===== src/rtl/alu_arbiter.sv =====
// Shared-ALU front end: two requesters compete for one combinational ALU.
// The winner's result is registered with its requester ID and offered on a
// single response channel with backpressure. Per-port grant counters wrap.

module alu (
  input  logic [3:0] a,
  input  logic [3:0] b,
  input  logic [2:0] sel,
  output logic [7:0] result,
  output logic       carry
);

  logic [4:0] wide;

  // Opcode decode; sub reports borrow on the carry output.
  always_comb begin
    result = 8'h00;
    carry  = 1'b0;
    wide   = 5'd0;
    case (sel)
      3'b000: begin
        wide   = {1'b0, a} + {1'b0, b};
        result = {4'h0, wide[3:0]};
        carry  = wide[4];
      end
      3'b001: begin
        wide   = {1'b0, a} - {1'b0, b};
        result = {4'h0, wide[3:0]};
        carry  = wide[4];
      end
      3'b010: result = {4'h0, a} * {4'h0, b};
      3'b100: result = {4'h0, a & b};
      3'b111: result = {4'h0, a ^ b};
      default: result = {a, b};
    endcase
  end

endmodule

module alu_arbiter #(
  parameter bit FAIR  = 1'b1,
  parameter int CNT_W = 16
) (
  input  logic             clk,
  input  logic             rst,
  input  logic             req0_valid,
  output logic             req0_ready,
  input  logic [3:0]       req0_a,
  input  logic [3:0]       req0_b,
  input  logic [2:0]       req0_sel,
  input  logic             req1_valid,
  output logic             req1_ready,
  input  logic [3:0]       req1_a,
  input  logic [3:0]       req1_b,
  input  logic [2:0]       req1_sel,
  output logic             rsp_valid,
  input  logic             rsp_ready,
  output logic [7:0]       rsp_data,
  output logic             rsp_carry,
  output logic             rsp_id,
  output logic [CNT_W-1:0] grant_cnt0,
  output logic [CNT_W-1:0] grant_cnt1
);

  // Requester that wins a tie; stays 0 in fixed-priority mode.
  logic       prio;
  logic       can_accept;
  logic       grant0;
  logic       grant1;
  logic       accept0;
  logic       accept1;
  logic [3:0] alu_a;
  logic [3:0] alu_b;
  logic [2:0] alu_sel;
  logic [7:0] alu_result;
  logic       alu_carry;

  // Grant, ready and operand steering; readys are masked during reset so no
  // handshake completes on a reset edge.
  always_comb begin
    can_accept = !rsp_valid | rsp_ready;
    grant0     = req0_valid & (!req1_valid | !prio);
    grant1     = req1_valid & (!req0_valid | prio);
    req0_ready = !rst & can_accept & grant0;
    req1_ready = !rst & can_accept & grant1;
    accept0    = req0_valid & req0_ready;
    accept1    = req1_valid & req1_ready;
    alu_a      = grant1 ? req1_a   : req0_a;
    alu_b      = grant1 ? req1_b   : req0_b;
    alu_sel    = grant1 ? req1_sel : req0_sel;
  end

  alu u_alu (
    .a      (alu_a),
    .b      (alu_b),
    .sel    (alu_sel),
    .result (alu_result),
    .carry  (alu_carry)
  );

  // Response register, priority pointer and grant counters.
  always_ff @(posedge clk) begin
    if (rst) begin
      rsp_valid  <= 1'b0;
      rsp_data   <= 8'h00;
      rsp_carry  <= 1'b0;
      rsp_id     <= 1'b0;
      prio       <= 1'b0;
      grant_cnt0 <= '0;
      grant_cnt1 <= '0;
    end else if (accept0 | accept1) begin
      rsp_valid <= 1'b1;
      rsp_data  <= alu_result;
      rsp_carry <= alu_carry;
      rsp_id    <= accept1;
      prio      <= FAIR ? accept0 : 1'b0;
      if (accept0) grant_cnt0 <= grant_cnt0 + CNT_W'(1);
      if (accept1) grant_cnt1 <= grant_cnt1 + CNT_W'(1);
    end else if (rsp_ready) begin
      rsp_valid <= 1'b0;
    end
  end

endmodule


===== config.mk =====
export PLATFORM = sky130hd
export DESIGN_NAME = alu_arbiter
export DESIGN_NICKNAME = d
export VERILOG_FILES = /design/src/rtl/alu_arbiter.sv
export SDC_FILE = /design/constraint.sdc
export NUM_CORES = 1
export LEC_CHECK = 0
export CAP_MARGIN = 20
export CELL_PAD_IN_SITES_DETAIL_PLACEMENT = 1
export CELL_PAD_IN_SITES_GLOBAL_PLACEMENT = 1
export CORE_MARGIN = 2
export CORE_UTILIZATION = 40
export CTS_BUF_LIST = sky130_fd_sc_hd__clkbuf_4 sky130_fd_sc_hd__clkbuf_8 sky130_fd_sc_hd__clkbuf_16
export CTS_CLUSTER_SIZE = 8
export DETAILED_ROUTE_END_ITERATION = 8
export DONT_BUFFER_PORTS = 1
export PLACE_DENSITY_LB_ADDON = 0.1
export SYNTH_ARGS = -nofsm -noshare
export SYNTH_HDL_FRONTEND = slang
export SYNTH_SLANG_ARGS = --single-unit

===== constraint.sdc =====
create_clock -name clk -period 10.5 [get_ports clk]
set_input_delay 1.05 -clock clk [delete_from_list [all_inputs] [get_ports clk]]
set_output_delay 1.05 -clock clk [all_outputs]
set_load 0.005 [all_outputs]

==> impl_metrics.csv, run 1 <==
group,metric,value,unit
run_status,status,"completed",
global_route,track_usage,19.99,%
power,power.density,127.7,nW/um^2
global_route,grt_pass1_vias,2724,
yosys,synth_compound_area_share,17.42,%
worst_hold_path,min_from,"rsp_carry",
worst_setup_path,rr_endpoint,"rsp_data[6]",
timing,drv_slew,0,
worst_setup_path,worstSetupStartpointType,"input port",
worst_setup_path,cp-end-kind,"flop",
floorplanning,dieHeight,92.89,microns
yosys,ys_ff_latch,44,
clocking,cts_buffer_depth,2,
clocking,cts_setup_buffers,0,
global_route,antenna_found_initial,0,
drt,routed_wl,8.451,mm
yosys,synth_nets,440,
timing,fmax,215.5,MHz
floorplanning,core_area,7687,sq um
timing,rsz0062_at_grt,"false",
worst_setup_path,crit_required,10680,ps
floorplanning,fp.dieW,92.89,microns
yosys,synthCells,385,
floorplanning,fp-row-count,32,
worst_hold_path,hold-path-endpoint,"rsp_carry",
worst_hold_path,holdPathStages,2,
clocking,hold_buffers,0,
power,ir_worst_vdd,0.05278,mV
timing,finalCriticalPeriod,4640,ps
drt,drtPass1Iterations,4,
clocking,h-tree-depth,2,
clocking,cts_tree,"built",
place,portBuffers,0,
timing,hold_viol_final,0,
global_route,grt_max_degree,42,
floorplanning,start_util,41.11,%
floorplanning,dieArea,8629,sq um
cells_and_area,drive_gt1_share,6.400,%
power,total_power,0.0004254,W
clocking,clkTransAtPathRegs,80,ps
drt,viasPerCell,5.746,
yosys,yosysSeqAreaShare,27.87,%
drt,wire_per_inst,17.72,microns
cells_and_area,area.growth.synth_to_final,5.384,%
global_route,grt_pass1_wl,13.93,mm
cells_and_area,final_common_cell,"dfxtp_1",
cells_and_area,nFillCells,926,
clocking,cts.repair.resized,0,
cells_and_area,final_cell_mix,"dfxtp_1 (44), nor2_1 (43), nand2_1 (29)",
yosys,synthSimpleGateAreaFrac,24.27,%
place,dp_hpwl,6.577,mm
place,dpl-instance-area,3197,sq um
clocking,numCtsBuffers,5,
drt,vias,2741,
global_route,grt-ovfl-total,0,
yosys,synthMuxAreaShare,2.613,%
drt,initialDrtViolationCount,96,
worst_setup_path,reg2reg_slack,6140,ps
drt,final_antenna_net_count,0,
cells_and_area,antenna_cells,0,
yosys,synthAdderAreaFrac,12.51,%
clocking,clk_latency,300,ps
timing,setup_violations,0,
timing,relSlewSlack,38.22,%
power,power.leakage,1.317,nW
worst_setup_path,startpoint,"req0_valid",
drt,drcViolationCount,0,
cells_and_area,nNetsFinal,429,
cells_and_area,stdcell_area,3331,sq um
worst_setup_path,r2r-start,"prio",
yosys,synth_top_family_by_area,"simple AND/OR/NAND/NOR gates",
clocking,cts-root-buf,"clkbuf_8",
yosys,yosysWarnings,0,
worst_hold_path,hp-class,"reg2reg",
timing,fin_tns_setup,0,ps
worst_setup_path,reg2reg_depth,14,
worst_setup_path,crit_fanout,13,
clocking,cts_sinks,44,
timing,finClkSkew,9.928,ps
job,max-cap-violations,0,
place,gp_congestion,0.8254,
yosys,synth_edf_count,0,
yosys,netlist_area,3161,sq um
yosys,synthArstFlopShare,0,%
yosys,ys.flop_type,"dfxtp_1",
timing,tightestPinTransition,917.0,ps
yosys,syn_area_per_cell,8.209,sq um
floorplanning,ios,72,
yosys,synth-xor-area-share,9.699,%
yosys,yosysUniqueCellTypes,59,
timing,post-route-period-util,44.19,%
worst_setup_path,arrival,4820,ps
worst_setup_path,path_class,"in2reg",
Yosys cell counts, types with 2 or more instances:
| cell | instances | area, sq um |
|---|---|---|
| dfxtp_1 | 44 | 880.8 |
| and3_1 | 7 | 43.79 |
| clkbuf_1 | 12 | 45.04 |
| nand2b_1 | 3 | 18.77 |
| nand3_1 | 14 | 70.07 |
| nor3_2 | 2 | 20.02 |
| a21oi_1 | 19 | 95.09 |
| fa_1 | 6 | 120.1 |
| o211ai_1 | 4 | 30.03 |
| nor2b_1 | 2 | 12.51 |
| a221oi_1 | 6 | 52.55 |
| buf_6 | 2 | 22.52 |
| ha_1 | 22 | 275.3 |
| mux2i_1 | 6 | 60.06 |
| xnor2_1 | 19 | 166.4 |
| mux2_2 | 2 | 22.52 |
| nor4_1 | 6 | 37.54 |
| nor3_1 | 10 | 50.05 |
| inv_1 | 21 | 78.83 |
| nand4_1 | 14 | 87.58 |
| and2_1 | 2 | 12.51 |
| a21o_1 | 3 | 22.52 |
| or3_1 | 5 | 31.28 |
| a31o_2 | 3 | 26.28 |
| a31oi_1 | 5 | 31.28 |
| o41ai_1 | 2 | 17.52 |
| o311ai_0 | 2 | 17.52 |
| a21boi_0 | 4 | 30.03 |
| nor2_1 | 43 | 161.4 |
| o21ai_0 | 18 | 90.09 |
| buf_2 | 4 | 20.02 |
| xor2_1 | 16 | 140.1 |
| o21bai_1 | 3 | 22.52 |
| nand2_1 | 29 | 108.9 |
cell type report:
| cell class | instances | area (sq um) | area share (%) |
|---|---|---|---|
| sequential | 44 | 880.8 | 26.45 |
| timing repair buffer | 1 | 7.507 | 0.2254 |
| clock inverter | 1 | 30.03 | 0.9016 |
| clock buffer | 7 | 96.34 | 2.893 |
| multi-input combinational | 299 | 2102 | 63.11 |
| inverter | 23 | 86.33 | 2.592 |
| tap | 102 | 127.6 | 3.832 |
worst max-delay path, stage by stage:
cell	delay, ps
nand2b_1	300
nand2_1	330
mux2i_1	500
inv_1	240
nand2_1	140
fa_1	420
inv_1	90
fa_1	440
fa_1	470
a21o_1	190
a21oi_1	160
xnor2_1	90
a221oi_1	300
nor3_1	80
registers in the layout (all words and copies together), names as in the netlist:
name / cells
grant_cnt0: 16
grant_cnt1: 16
prio: 1
rsp_carry: 1
rsp_data: 8
rsp_id: 1
rsp_valid: 1
logic make-up (layout without fill, tap and decap cells):
logic type	after synthesis	count (layout)
AND/OR/NAND/NOR	147	147
multiplexers	8	8
XOR/XNOR	35	35
adder cells (fa/ha/maj)	28	28
buffers and inverters	42	32
flip-flops	44	44
AO/OA/AOI/OAI	81	81
per-layer routing:
| metal | global-route usage, % | routed length, microns |
|---|---|---|
| met1 | 25.22 | 3853 |
| met2 | 34.60 | 4096 |
| met3 | 4.557 | 432 |
| met4 | 4.534 | 69 |
| met5 | 0 | 0 |
worst max path at each step:
stage                        to  slack (ps)  cells past startpoint
floorplan           rsp_data[6]        6160                     14
global placement    rsp_data[6]        5680                     14
detailed placement  rsp_data[6]        5560                     14
CTS                 rsp_data[6]        5860                     14
global route        rsp_data[6]        5560                     14
finish              rsp_data[6]        5860                     14
power breakdown:
part	switching [W]	internal [W]
clock network	0.0000587	0.0000840
registers	0.00000535	0.000172
logic	0.0000619	0.0000436
total	0.000126	0.000299
through the flow:
step                hold slack (ps)  instances  util (%)  setup WS, ps
global route                  540.2        477     43.33          5556
global placement              484.5        468     41.59          5684
CTS                           503.5        476     43.23          5863
detailed placement            492.4        468     41.59          5562
floorplan                     452.7        385         -          6165
finish                        498.1        477     43.33          5860
Power figures use the tool's default switching activity.
==> run 2: changes to the inputs <==
clock period = 3.85 ns   (was 10.5 ns; I/O delays follow)
==> impl_metrics.csv, run 2 (synthesis results as in run 1) <==
group,metric,value,unit
worst_setup_path,critical_path.top_delay_family,"adder cells",
floorplanning,dieHeight,92.89,microns
global_route,grt_use_met3,4.719,%
worst_hold_path,hp-class,"in2reg",
timing,tightestPinTransition,936.4,ps
power,comb_power_share,27.9,%
worst_setup_path,cp-end-kind,"flop",
global_route,grt_max_degree,42,
timing,fin_ws,300.6,ps
cells_and_area,fin_cells,484,
clocking,numCtsBuffers,5,
timing,drv_slew,0,
worst_setup_path,cp_cell_sequence,"nor2b_2, nor2_4, mux2_2, nand2_1, fa_1, inv_1, fa_1, fa_1, a21o_1, a21oi_1, xnor2_1, a221oi_2, nor3_1",
timing,post-route-period-util,92.19,%
worst_setup_path,arrival,3740,ps
place,place_inst,475,
floorplanning,fp-row-count,32,
drt,routed_wl,8.752,mm
global_route,grt.busiest_layer,"met2",
place,dpl-instance-area,3249,sq um
clocking,hold_buffers,0,
cells_and_area,nNetsFinal,436,
run_status,status,"completed",
power,p_seq_share,43.6,%
drt,viasPerCell,5.777,
timing,rsz0062_at_grt,"false",
cells_and_area,final_cell_mix,"nor2_1 (43), dfxtp_1 (43), nand2_1 (28)",
drt,drtPass1Iterations,4,
place,gp_congestion,0.8242,
place,portBuffers,0,
place,dp_slack,38.45,ps
floorplanning,ios,72,
power,p_clk_share,28.5,%
global_route,met1_usage,25.07,%
timing,finalCriticalPeriod,3549,ps
power,ir_worst_vdd,0.1298,mV
cells_and_area,area.growth.synth_to_final,7.086,%
power,power.leakage,1.351,nW
clocking,clkTransAtPathRegs,80,ps
worst_setup_path,crit_fanout,6,
global_route,track_usage,20.36,%
cells_and_area,stdcell_area,3385,sq um
power,power.internal,0.0007597,W
drt,vias,2796,
floorplanning,fp.dieW,92.89,microns
job,max-cap-violations,0,
global_route,grt-ovfl-total,0,
cells_and_area,top_regs,"grant_cnt0 (16), grant_cnt1 (16), rsp_data (8)",
timing,fin_tns_setup,0,ps
cells_and_area,drive_gt1_share,9.686,%
place,dp_hpwl,6.781,mm
clocking,cts_tree,"built",
global_route,grt_pass1_wl,14.17,mm
timing,fmax,281.7,MHz
power,switching_power,0.0003506,W
floorplanning,dieArea,8629,sq um
worst_setup_path,worstSetupStartpointType,"flop",
clocking,h-tree-depth,2,
timing,finClkSkew,4.156,ps
timing,relSlewSlack,36.92,%
worst_setup_path,path_class,"reg2reg",
worst_setup_path,cpMaxStageDelayCell,"fa_1",
drt,drcViolationCount,0,
timing,hold_viol_final,0,
floorplanning,core_area,7687,sq um
power,power.density,328.1,nW/um^2
clocking,cts_buffer_depth,2,
clocking,clk_latency,290,ps
clocking,cts_sinks,44,
drt,wire_per_inst,18.08,microns
drt,initialDrtViolationCount,82,
global_route,grt_pass1_vias,2830,
global_route,antenna_found_initial,0,
timing,setup_violations,0,
drt,final_antenna_net_count,0,
power,total_power,0.001110,W
floorplanning,start_util,41.11,%
worst_setup_path,crit_path_max_incr_delay,530,ps
worst_setup_path,crit_buf_inv,1,
cells_and_area,antenna_cells,0,
power,swShare,31.58,%
worst_setup_path,path_common_cell,"fa_1",
worst_setup_path,crit_required,4040,ps
global_route,use_met2,34.90,%
clocking,cts-root-buf,"clkbuf_8",
==> run 2: cell types whose count changed in the layout (fill, tap and decap cells not counted), sizes merged <==
cell / before / now
clkbuf: 8 / 9
bufinv: 1 / 0
buf: 0 / 7
==> run 2: cell type report <==
type,instances,area (sq um)
Tap cell,102,127.6
Sequential cell,44,882.1
Inverter,23,86.33
Multi-Input combinational cell,299,2131
Timing Repair Buffer,8,60.06
Clock buffer,8,97.59
Fill cell,957,4303
==> run 2: what timing repair did <==
item,CTS,global route
resized for setup,0,8
setup endpoints to repair,0,5
setup buffers,0,0
endpoints found under the hold margin,0,0
==> run 2: per-layer routing <==
metal | vias up | part of all wire [%]
li1 | 1362 | -
met4 | 0 | 2.1
met1 | 1352 | 45
met2 | 67 | 49
met5 | - | 0
met3 | 15 | 4.1
==> run 2: path summary, 6_finish.rpt <==
path / from / end / slack (ps) / cells after the start
max: prio / rsp_data[6] / 300 / 13
min: rst / grant_cnt0[5] / 150 / 1
max reg2reg: prio / rsp_data[6] / 300 / 13
min reg2reg: rsp_carry / rsp_carry / 510 / 2
==> run 2: stage by stage <==
stage | util (%) | hold WS (ps)
after global routing | 44.03 | 135.5
after floorplan | - | 452.7
after global placement | 42.27 | 457.3
after detailed placement | 42.27 | 460.3
after CTS | 43.54 | 136.1
final | 44.03 | 154.2
==> run 2: power by group through the flow <==
| stage | Combinational [W] | Sequential (W) | Clock (W) |
|---|---|---|---|
| 6_report | 0.000309 | 0.000484 | 0.000317 |
| 5_1_grt | 0.000348 | 0.000487 | 0.000345 |
| 4_1_cts | 0.000303 | 0.000485 | 0.000326 |
| 3_5_place_dp | 0.000300 | 0.000495 | 0 |
| 3_3_place_gp | 0.000297 | 0.000495 | 0 |
| 2_1_floorplan | 0.000235 | 0.000489 | 0 |
==> run 2: worst reg2reg max path: cells and delay by family, from the launching register on <==
| family | cells | cell delay [ps] |
|---|---|---|
| adder cells (fa/ha/maj) | 3 | 1510 |
| AO/OA/AOI/OAI | 3 | 640 |
| AND/OR/NAND/NOR | 4 | 460 |
| flip-flops | 1 | 350 |
| multiplexers | 1 | 330 |
| XOR/XNOR | 1 | 100 |
| buffers and inverters | 1 | 60 |
